<file path="src/rtl/ps2_rx_if.sv">
// ps2_rx_if: bundle between the PS/2 receiver and its environment.
//   PS2C, PS2D : raw PS/2 clock/data lines (device -> host, asynchronous)
//   Ack        : consumer acknowledge, clears V
//   D, V       : received byte and level-valid flag
//   PE, FE, OVR: one-cycle parity / framing-timeout / overrun pulses
//   Busy       : frame in progress
// master = receiver side, slave = keyboard/consumer side.
interface ps2_rx_if;
  logic       PS2C;
  logic       PS2D;
  logic       Ack;
  logic [7:0] D;
  logic       V;
  logic       PE;
  logic       FE;
  logic       OVR;
  logic       Busy;

  modport master (
    input  PS2C, PS2D, Ack,
    output D, V, PE, FE, OVR, Busy
  );

  modport slave (
    output PS2C, PS2D, Ack,
    input  D, V, PE, FE, OVR, Busy
  );
endinterface

</file>
<file path="src/rtl/ps2_rx.sv">
// ps2_rx: PS/2 device-to-host frame receiver (start, 8 data LSB first,
// odd parity, stop). Lines are synchronized, glitch filtered, and sampled
// on each filtered falling PS2C edge. Good bytes are offered on D/V until
// acknowledged; errors are reported as single-cycle pulses.
// Ports:
//   C   : system clock, all state on posedge
//   R   : asynchronous active-high reset
//   bus : ps2_rx_if.master (PS2C, PS2D, Ack in; D, V, PE, FE, OVR, Busy out)
module ps2_rx #(
  parameter int unsigned FILT    = 4,
  parameter int unsigned TIMEOUT = 20000,
  parameter int unsigned TW      = 16
) (
  input logic      C,
  input logic      R,
  ps2_rx_if.master bus
);

  localparam int unsigned FW = $clog2(FILT + 1);

  typedef enum logic [1:0] {IDLE, DATA, PARITY, STOP} state_t;

  // index 0 = PS2C, index 1 = PS2D
  logic [1:0]    pins;
  logic [1:0]    sync1;
  logic [1:0]    sync2;
  logic [1:0]    filt;
  logic [FW-1:0] fcnt [2];
  logic          c_prev;
  logic          se;
  logic          din;

  state_t        state;
  logic [7:0]    sh;
  logic [2:0]    bitcnt;
  logic          par;
  logic [TW-1:0] tmo;

  logic [7:0]    d_q;
  logic          v_q;
  logic          pe_q;
  logic          fe_q;
  logic          ovr_q;
  logic          busy_q;

  assign pins = {bus.PS2D, bus.PS2C};

  // Filtered level flips only after FILT consecutive samples that differ
  // from it; any agreeing sample restarts the run.
  always_ff @(posedge C or posedge R) begin
    if (R) begin
      sync1 <= '1;
      sync2 <= '1;
      filt  <= '1;
      for (int unsigned i = 0; i < 2; i++) fcnt[i] <= '0;
    end else begin
      sync1 <= pins;
      sync2 <= sync1;
      for (int unsigned i = 0; i < 2; i++) begin
        if (sync2[i] != filt[i]) begin
          if (fcnt[i] == FW'(FILT - 1)) begin
            filt[i] <= sync2[i];
            fcnt[i] <= '0;
          end else begin
            fcnt[i] <= fcnt[i] + 1'b1;
          end
        end else begin
          fcnt[i] <= '0;
        end
      end
    end
  end

  always_ff @(posedge C or posedge R) begin
    if (R) c_prev <= 1'b1;
    else   c_prev <= filt[0];
  end

  assign se  = c_prev & ~filt[0];
  assign din = filt[1];

  always_ff @(posedge C or posedge R) begin
    if (R) begin
      state  <= IDLE;
      sh     <= '0;
      bitcnt <= '0;
      par    <= 1'b0;
      tmo    <= '0;
      d_q    <= '0;
      v_q    <= 1'b0;
      pe_q   <= 1'b0;
      fe_q   <= 1'b0;
      ovr_q  <= 1'b0;
      busy_q <= 1'b0;
    end else begin
      pe_q  <= 1'b0;
      fe_q  <= 1'b0;
      ovr_q <= 1'b0;

      // Ack clear first so a frame completing this cycle keeps V high.
      if (bus.Ack && v_q) v_q <= 1'b0;

      if (state == IDLE) tmo <= '0;
      else if (se)       tmo <= '0;
      else               tmo <= tmo + 1'b1;

      case (state)
        IDLE: begin
          if (se) begin
            if (!din) begin
              state  <= DATA;
              bitcnt <= '0;
              busy_q <= 1'b1;
            end else begin
              fe_q <= 1'b1;
            end
          end
        end
        DATA: begin
          if (se) begin
            sh <= {din, sh[7:1]};
            if (bitcnt == 3'd7) state <= PARITY;
            else                bitcnt <= bitcnt + 1'b1;
          end
        end
        PARITY: begin
          if (se) begin
            par   <= din;
            state <= STOP;
          end
        end
        STOP: begin
          if (se) begin
            state  <= IDLE;
            busy_q <= 1'b0;
            if (!din) begin
              fe_q <= 1'b1;
            end else if (!(^{sh, par})) begin
              pe_q <= 1'b1;
            end else begin
              d_q   <= sh;
              v_q   <= 1'b1;
              ovr_q <= v_q & ~bus.Ack;
            end
          end
        end
        default: begin
          state  <= IDLE;
          busy_q <= 1'b0;
        end
      endcase

      // Timeout abort; an SE in the same cycle takes precedence.
      if (state != IDLE && !se && tmo == TW'(TIMEOUT - 1)) begin
        state  <= IDLE;
        busy_q <= 1'b0;
        fe_q   <= 1'b1;
      end
    end
  end

  assign bus.D    = d_q;
  assign bus.V    = v_q;
  assign bus.PE   = pe_q;
  assign bus.FE   = fe_q;
  assign bus.OVR  = ovr_q;
  assign bus.Busy = busy_q;

endmodule

</file>
<file path="src/flat_wrapper.sv">
// flat-port wrapper written by rule: the top's interface ports become plain ports
module ps2_rx_flat 
#(
  parameter int unsigned FILT    = 4,
  parameter int unsigned TIMEOUT = 20000,
  parameter int unsigned TW      = 16
)
  (C, R, bus_PS2C, bus_PS2D, bus_Ack, bus_D, bus_V, bus_PE, bus_FE, bus_OVR, bus_Busy);
  ps2_rx_if bus_i ();
  input logic C;
  input logic R;
  input wire logic [$bits(bus_i.PS2C)-1:0] bus_PS2C;
  input wire logic [$bits(bus_i.PS2D)-1:0] bus_PS2D;
  input wire logic [$bits(bus_i.Ack)-1:0] bus_Ack;
  output wire logic [$bits(bus_i.D)-1:0] bus_D;
  output wire logic [$bits(bus_i.V)-1:0] bus_V;
  output wire logic [$bits(bus_i.PE)-1:0] bus_PE;
  output wire logic [$bits(bus_i.FE)-1:0] bus_FE;
  output wire logic [$bits(bus_i.OVR)-1:0] bus_OVR;
  output wire logic [$bits(bus_i.Busy)-1:0] bus_Busy;
  assign bus_i.PS2C = bus_PS2C;
  assign bus_i.PS2D = bus_PS2D;
  assign bus_i.Ack = bus_Ack;
  assign bus_D = bus_i.D;
  assign bus_V = bus_i.V;
  assign bus_PE = bus_i.PE;
  assign bus_FE = bus_i.FE;
  assign bus_OVR = bus_i.OVR;
  assign bus_Busy = bus_i.Busy;
  ps2_rx #(.FILT(FILT), .TIMEOUT(TIMEOUT), .TW(TW)) u_core (.C(C), .R(R), .bus(bus_i));
endmodule
</file>
<file path="config.mk">
export PLATFORM = sky130hd
export DESIGN_NAME = ps2_rx_flat
export DESIGN_NICKNAME = d
export VERILOG_FILES = /design/src/rtl/ps2_rx_if.sv /design/src/rtl/ps2_rx.sv /design/src/flat_wrapper.sv
export SDC_FILE = /design/constraint.sdc
export NUM_CORES = 1
export LEC_CHECK = 0
export CAP_MARGIN = 0
export CORE_UTILIZATION = 48
export DETAILED_ROUTE_END_ITERATION = 12
export PLACE_DENSITY = 0.7
export SLEW_MARGIN = 20
export SYNTH_ARGS = -nofsm -noshare
export SYNTH_HDL_FRONTEND = slang
export SYNTH_SLANG_ARGS = --single-unit
</file>
<file path="constraint.sdc">
create_clock -name C -period 1.85 [get_ports C]
set_input_delay 0.37 -clock C [delete_from_list [all_inputs] [get_ports C]]
set_output_delay 0.37 -clock C [all_outputs]
set_load 0.005 [all_outputs]
</file>
==> impl_metrics.xml <==
<?xml version="1.0" encoding="UTF-8"?>
<metrics>
  <group name="status">
    <metric name="outcome" unit="">finished, final reports clean</metric>
  </group>
  <group name="sta">
    <metric name="fin_worst_skew" unit="ns">0.01115</metric>
    <metric name="finalMaxSlewViolations" unit="">0</metric>
    <metric name="report.final.setup_viol" unit="">0</metric>
    <metric name="setup_tns" unit="ns">0</metric>
    <metric name="grt_setup_unrepaired" unit="">true</metric>
    <metric name="worst_pin_slew" unit="ns">0.3635</metric>
    <metric name="setup_slack" unit="ns">0.01213</metric>
    <metric name="maxClockFrequency" unit="MHz">544.1</metric>
    <metric name="period_minus_slack" unit="ns">1.838</metric>
    <metric name="finalHoldViolations" unit="">0</metric>
    <metric name="max_slew_margin" unit="%">75.71</metric>
    <metric name="timing.final.crit_share" unit="%">99.34</metric>
  </group>
  <group name="cells_and_area">
    <metric name="synthToLayoutAreaGrowth" unit="%">23.74</metric>
    <metric name="antenna_cells" unit="">0</metric>
    <metric name="fill_cells" unit="">454</metric>
    <metric name="fin_nets" unit="">274</metric>
    <metric name="drive_above_1_share" unit="%">22.31</metric>
    <metric name="layout.core_utilization" unit="%">61.54</metric>
  </group>
  <group name="worst_setup_path">
    <metric name="worst-path-max-fanout" unit="">5</metric>
    <metric name="ff2ff_setup_slack" unit="ns">0.01</metric>
    <metric name="critPathLaunchType" unit="">flip-flop</metric>
    <metric name="timing.critical_path.arrival" unit="ns">2.05</metric>
    <metric name="setup.worst_path.end_class" unit="">flip-flop</metric>
    <metric name="crit-reg2reg-capture" unit="">u_core.bus.D[4]$_DFFE_PP0P_</metric>
    <metric name="critical_path_class" unit="">reg -&gt; reg</metric>
    <metric name="timing.critical_path.required" unit="ns">2.06</metric>
    <metric name="r2r-start" unit="">u_core.sh[0]$_DFFE_PP0P_</metric>
    <metric name="r2r_cells" unit="">5</metric>
  </group>
  <group name="pwr">
    <metric name="cellPowerDensity" unit="nW/µm²">1316</metric>
    <metric name="vdd_ir_drop_max" unit="mV">0.7509</metric>
    <metric name="power_leakage" unit="nW">1.438</metric>
  </group>
  <group name="global_route">
    <metric name="grt_antenna_before_repair" unit="">0</metric>
    <metric name="global_route_wire_length_before_repair" unit="µm">7258</metric>
    <metric name="gr-total-overflow" unit="">0</metric>
    <metric name="global_route.usage.total" unit="%">17.37</metric>
    <metric name="first_global_vias" unit="">1616</metric>
    <metric name="grt_start_max_net_pins" unit="">57</metric>
  </group>
  <group name="clock_tree">
    <metric name="htreeDepth" unit="">2</metric>
    <metric name="clock_tree_from_tritoncts" unit="">yes</metric>
    <metric name="clkSlewWorstSetupHoldPaths" unit="ns">0.10</metric>
    <metric name="cts.sink_count" unit="">56</metric>
    <metric name="clock_tree.root_cell" unit="">clkbuf_8</metric>
    <metric name="tritoncts.num_buffers" unit="">5</metric>
    <metric name="buffer_levels_on_the_longest_clock_path" unit="">2</metric>
    <metric name="worst_skew_pair.late_latency" unit="ns">0.31</metric>
  </group>
  <group name="drt">
    <metric name="detail_route.vias_per_cell" unit="">4.909</metric>
    <metric name="detailed_router_iteration_count_before_antenna_repair" unit="">4</metric>
    <metric name="drc_violations_left" unit="">0</metric>
    <metric name="initial_drt_markers" unit="">51</metric>
    <metric name="detail_route.wl_per_cell" unit="µm">12.88</metric>
    <metric name="postRouteAntennaNets" unit="">0</metric>
    <metric name="vias_after_detailed_routing" unit="">1620</metric>
    <metric name="route.final.wire_length" unit="µm">4249</metric>
  </group>
  <group name="die">
    <metric name="rows" unit="">26</metric>
    <metric name="core-area" unit="µm²">5107</metric>
    <metric name="die_height" unit="µm">74.74</metric>
    <metric name="die_area" unit="µm²">5586</metric>
    <metric name="die_x" unit="µm">74.74</metric>
    <metric name="top_level_ports" unit="">18</metric>
    <metric name="start_util" unit="%">49.73</metric>
  </group>
  <group name="worst_hold_path">
    <metric name="hold_path.class" unit="">reg -&gt; reg</metric>
    <metric name="hold_path.startpoint" unit="">u_core.sync1[0]$_DFF_PP1_</metric>
    <metric name="hold_path_depth" unit="">0</metric>
    <metric name="worstHoldEndpoint" unit="">u_core.sync2[0]$_DFF_PP1_</metric>
  </group>
  <group name="placed_design">
    <metric name="finalWeightedCongestion" unit="">0.7501</metric>
    <metric name="hpwl" unit="µm">2816</metric>
    <metric name="io_buffer_count" unit="">17</metric>
    <metric name="detailedPlace.worstSlack" unit="ns">-0.03939</metric>
  </group>
  <group name="yosys">
    <metric name="ys.flop_type" unit="">dfrtp_1</metric>
    <metric name="synthesis.area_per_instance" unit="µm²">11.87</metric>
    <metric name="cell_area_after_synthesis" unit="µm²">2540</metric>
    <metric name="ys_ff_latch" unit="">56</metric>
    <metric name="async_set_or_reset_flop_fraction_in_the_synthesized_netlist" unit="%">100.0</metric>
    <metric name="yosysSeqAreaShare" unit="%">55.52</metric>
    <metric name="synth.distinct_cells" unit="">37</metric>
    <metric name="synth_fp_nets" unit="">229</metric>
    <metric name="post_synth_edffs" unit="">0</metric>
    <metric name="synth_warnings" unit="">0</metric>
    <metric name="synthCells" unit="">214</metric>
  </group>
  <group name="job">
    <metric name="maxCapViolations" unit="">0</metric>
  </group>
</metrics>
## cell type report
class                   instances  area (µm²)  area share, %
clock inverters                 3       46.29          1.473
inverters                      10       37.54          1.194
flip-flops and latches         56        1410          44.86
clock buffers                   5       68.82          2.189
multi-input cells             145        1130          35.95
well taps                      70       87.58          2.787
repair buffers                 41       362.8          11.54
## cell usage in the layout, fill, tap and decap left out, types with 4 or more instances in the layout
| cell | netlist | routed |
|---|---|---|
| nor3b_1 | 5 | 5 |
| inv_1 | 10 | 9 |
| dfstp_2 | 7 | 7 |
| clkbuf_8 | 0 | 5 |
| ha_1 | 10 | 10 |
| mux2_4 | 7 | 7 |
| mux2_1 | 8 | 8 |
| nand2b_1 | 4 | 4 |
| clkdlybuf4s50_1 | 0 | 17 |
| o21ai_0 | 6 | 6 |
| nand3_1 | 11 | 11 |
| xnor2_1 | 18 | 15 |
| buf_4 | 0 | 23 |
| o21ai_1 | 4 | 4 |
| xor2_1 | 5 | 5 |
| dfrtp_1 | 49 | 49 |
| nor2_1 | 24 | 23 |
| nand2_1 | 10 | 10 |
## critical path, cell delays in order, from the launching register on
cell     delay [ns]
dfrtp_1        0.42
xnor2_2        0.23
xnor2_2        0.16
xnor3_1        0.31
nor2b_4        0.29
mux2_4         0.32
## state kept, by name, indices dropped and copies added (netlist names)
| register | count |
|---|---|
| u_core.par | 1 |
| u_core.filt | 2 |
| u_core.bus.D | 8 |
| u_core.bitcnt | 3 |
| u_core.bus.PE | 1 |
| u_core.tmo | 16 |
| u_core.bus.V | 1 |
| u_core.fcnt | 6 |
| u_core.bus.FE | 1 |
| u_core.bus.OVR | 1 |
| u_core.bus.Busy | 1 |
| u_core.c_prev | 1 |
| u_core.sync2 | 2 |
| u_core.sh | 8 |
| u_core.state | 2 |
| u_core.sync1 | 2 |
## cells by family (layout without fill, tap and decap cells)
group	Yosys count	in the layout	synth area share, %
buf+inv	14	59	2.365
compound gates	19	19	4.631
xor+xnor	24	24	8.818
mux	17	17	8.571
simple gates	74	75	15.17
flops	56	56	55.52
fa+ha+maj	10	10	4.926
## cells in the mapped netlist (2+ instances only)
library cell / count / area (µm²)
nand2_1: 10 / 37.54
inv_1: 10 / 37.54
and3b_1: 2 / 17.52
nand3_1: 11 / 55.05
nor2b_1: 2 / 12.51
nand4_1: 2 / 12.51
ha_1: 10 / 125.1
and3_1: 2 / 12.51
nor3_1: 2 / 10.01
nand2b_1: 4 / 25.02
mux2_2: 2 / 22.52
nor2_1: 24 / 90.09
nor4b_1: 2 / 17.52
dfrtp_1: 49 / 1226
o21ai_1: 4 / 20.02
nor3b_1: 5 / 37.54
mux2_4: 7 / 105.1
xnor2_1: 18 / 157.7
mux2_1: 8 / 90.09
xor2_1: 5 / 43.79
or2_1: 2 / 12.51
a21oi_1: 2 / 10.01
clkbuf_1: 3 / 11.26
a22o_1: 2 / 17.52
dfstp_2: 7 / 183.9
o21ai_0: 6 / 30.03
nor4_1: 3 / 18.77
## metrics by stage
| stage | instances | power [W] | hold slack (ns) | area, µm² |
|---|---|---|---|---|
| 5_1_grt | 330 | 0.004422 | 0.3666 | 3143 |
| 4_1_cts | 329 | 0.004069 | 0.3613 | 3090 |
| 3_5_place_dp | 314 | 0.003095 | 0.3468 | 2922 |
| 3_3_place_gp | 314 | 0.003046 | 0.3458 | 2922 |
| 2_1_floorplan | 214 | 0.002639 | 0.3452 | 2546 |
| 6_report | 330 | 0.004137 | 0.3599 | 3143 |
## report_power, final
group	internal, W	leakage [nW]	switching (W)
combinational	0.000924	0.651	0.000769
sequential	0.00147	0.732	0.000157
clock	0.000408	0.0548	0.000404
## worst max-delay path by stage
stage / depth (start not counted) / endpoint / slack (ns) / startpoint
6_report: 5 / u_core.bus.D[4]$_DFFE_PP0P_ / 0.01 / u_core.sh[0]$_DFFE_PP0P_
2_1_floorplan: 6 / u_core.bus.D[0]$_DFFE_PP0P_ / 0.02 / u_core.sh[6]$_DFFE_PP0P_
3_3_place_gp: 5 / u_core.bus.D[0]$_DFFE_PP0P_ / 0.06 / u_core.sh[0]$_DFFE_PP0P_
3_5_place_dp: 5 / u_core.bus.D[1]$_DFFE_PP0P_ / -0.04 / u_core.sh[6]$_DFFE_PP0P_
4_1_cts: 5 / u_core.bus.D[3]$_DFFE_PP0P_ / -0.008 / u_core.sh[2]$_DFFE_PP0P_
5_1_grt: 5 / u_core.bus.D[0]$_DFFE_PP0P_ / -0.07 / u_core.sh[0]$_DFFE_PP0P_
## routing by layer
metal,GRT usage (%),share of wire (%),up-vias
met2,28.83,48,17
met3,3.213,2.1,7
met1,22.87,48,783
met5,0,0,-
li1,-,-,813
met4,6.289,1.5,0
## what timing repair did
action                                  in CTS  in global routing
gates cloned                                 1                  0
pin swaps                                    2                  5
resized for setup                            0                  7
buffers inserted                             6                  1
hold endpoints to repair                     0                  0
hold buffers                                 0                  0
endpoints found under the setup margin       7                 11
Power figures use the tool's default switching activity.
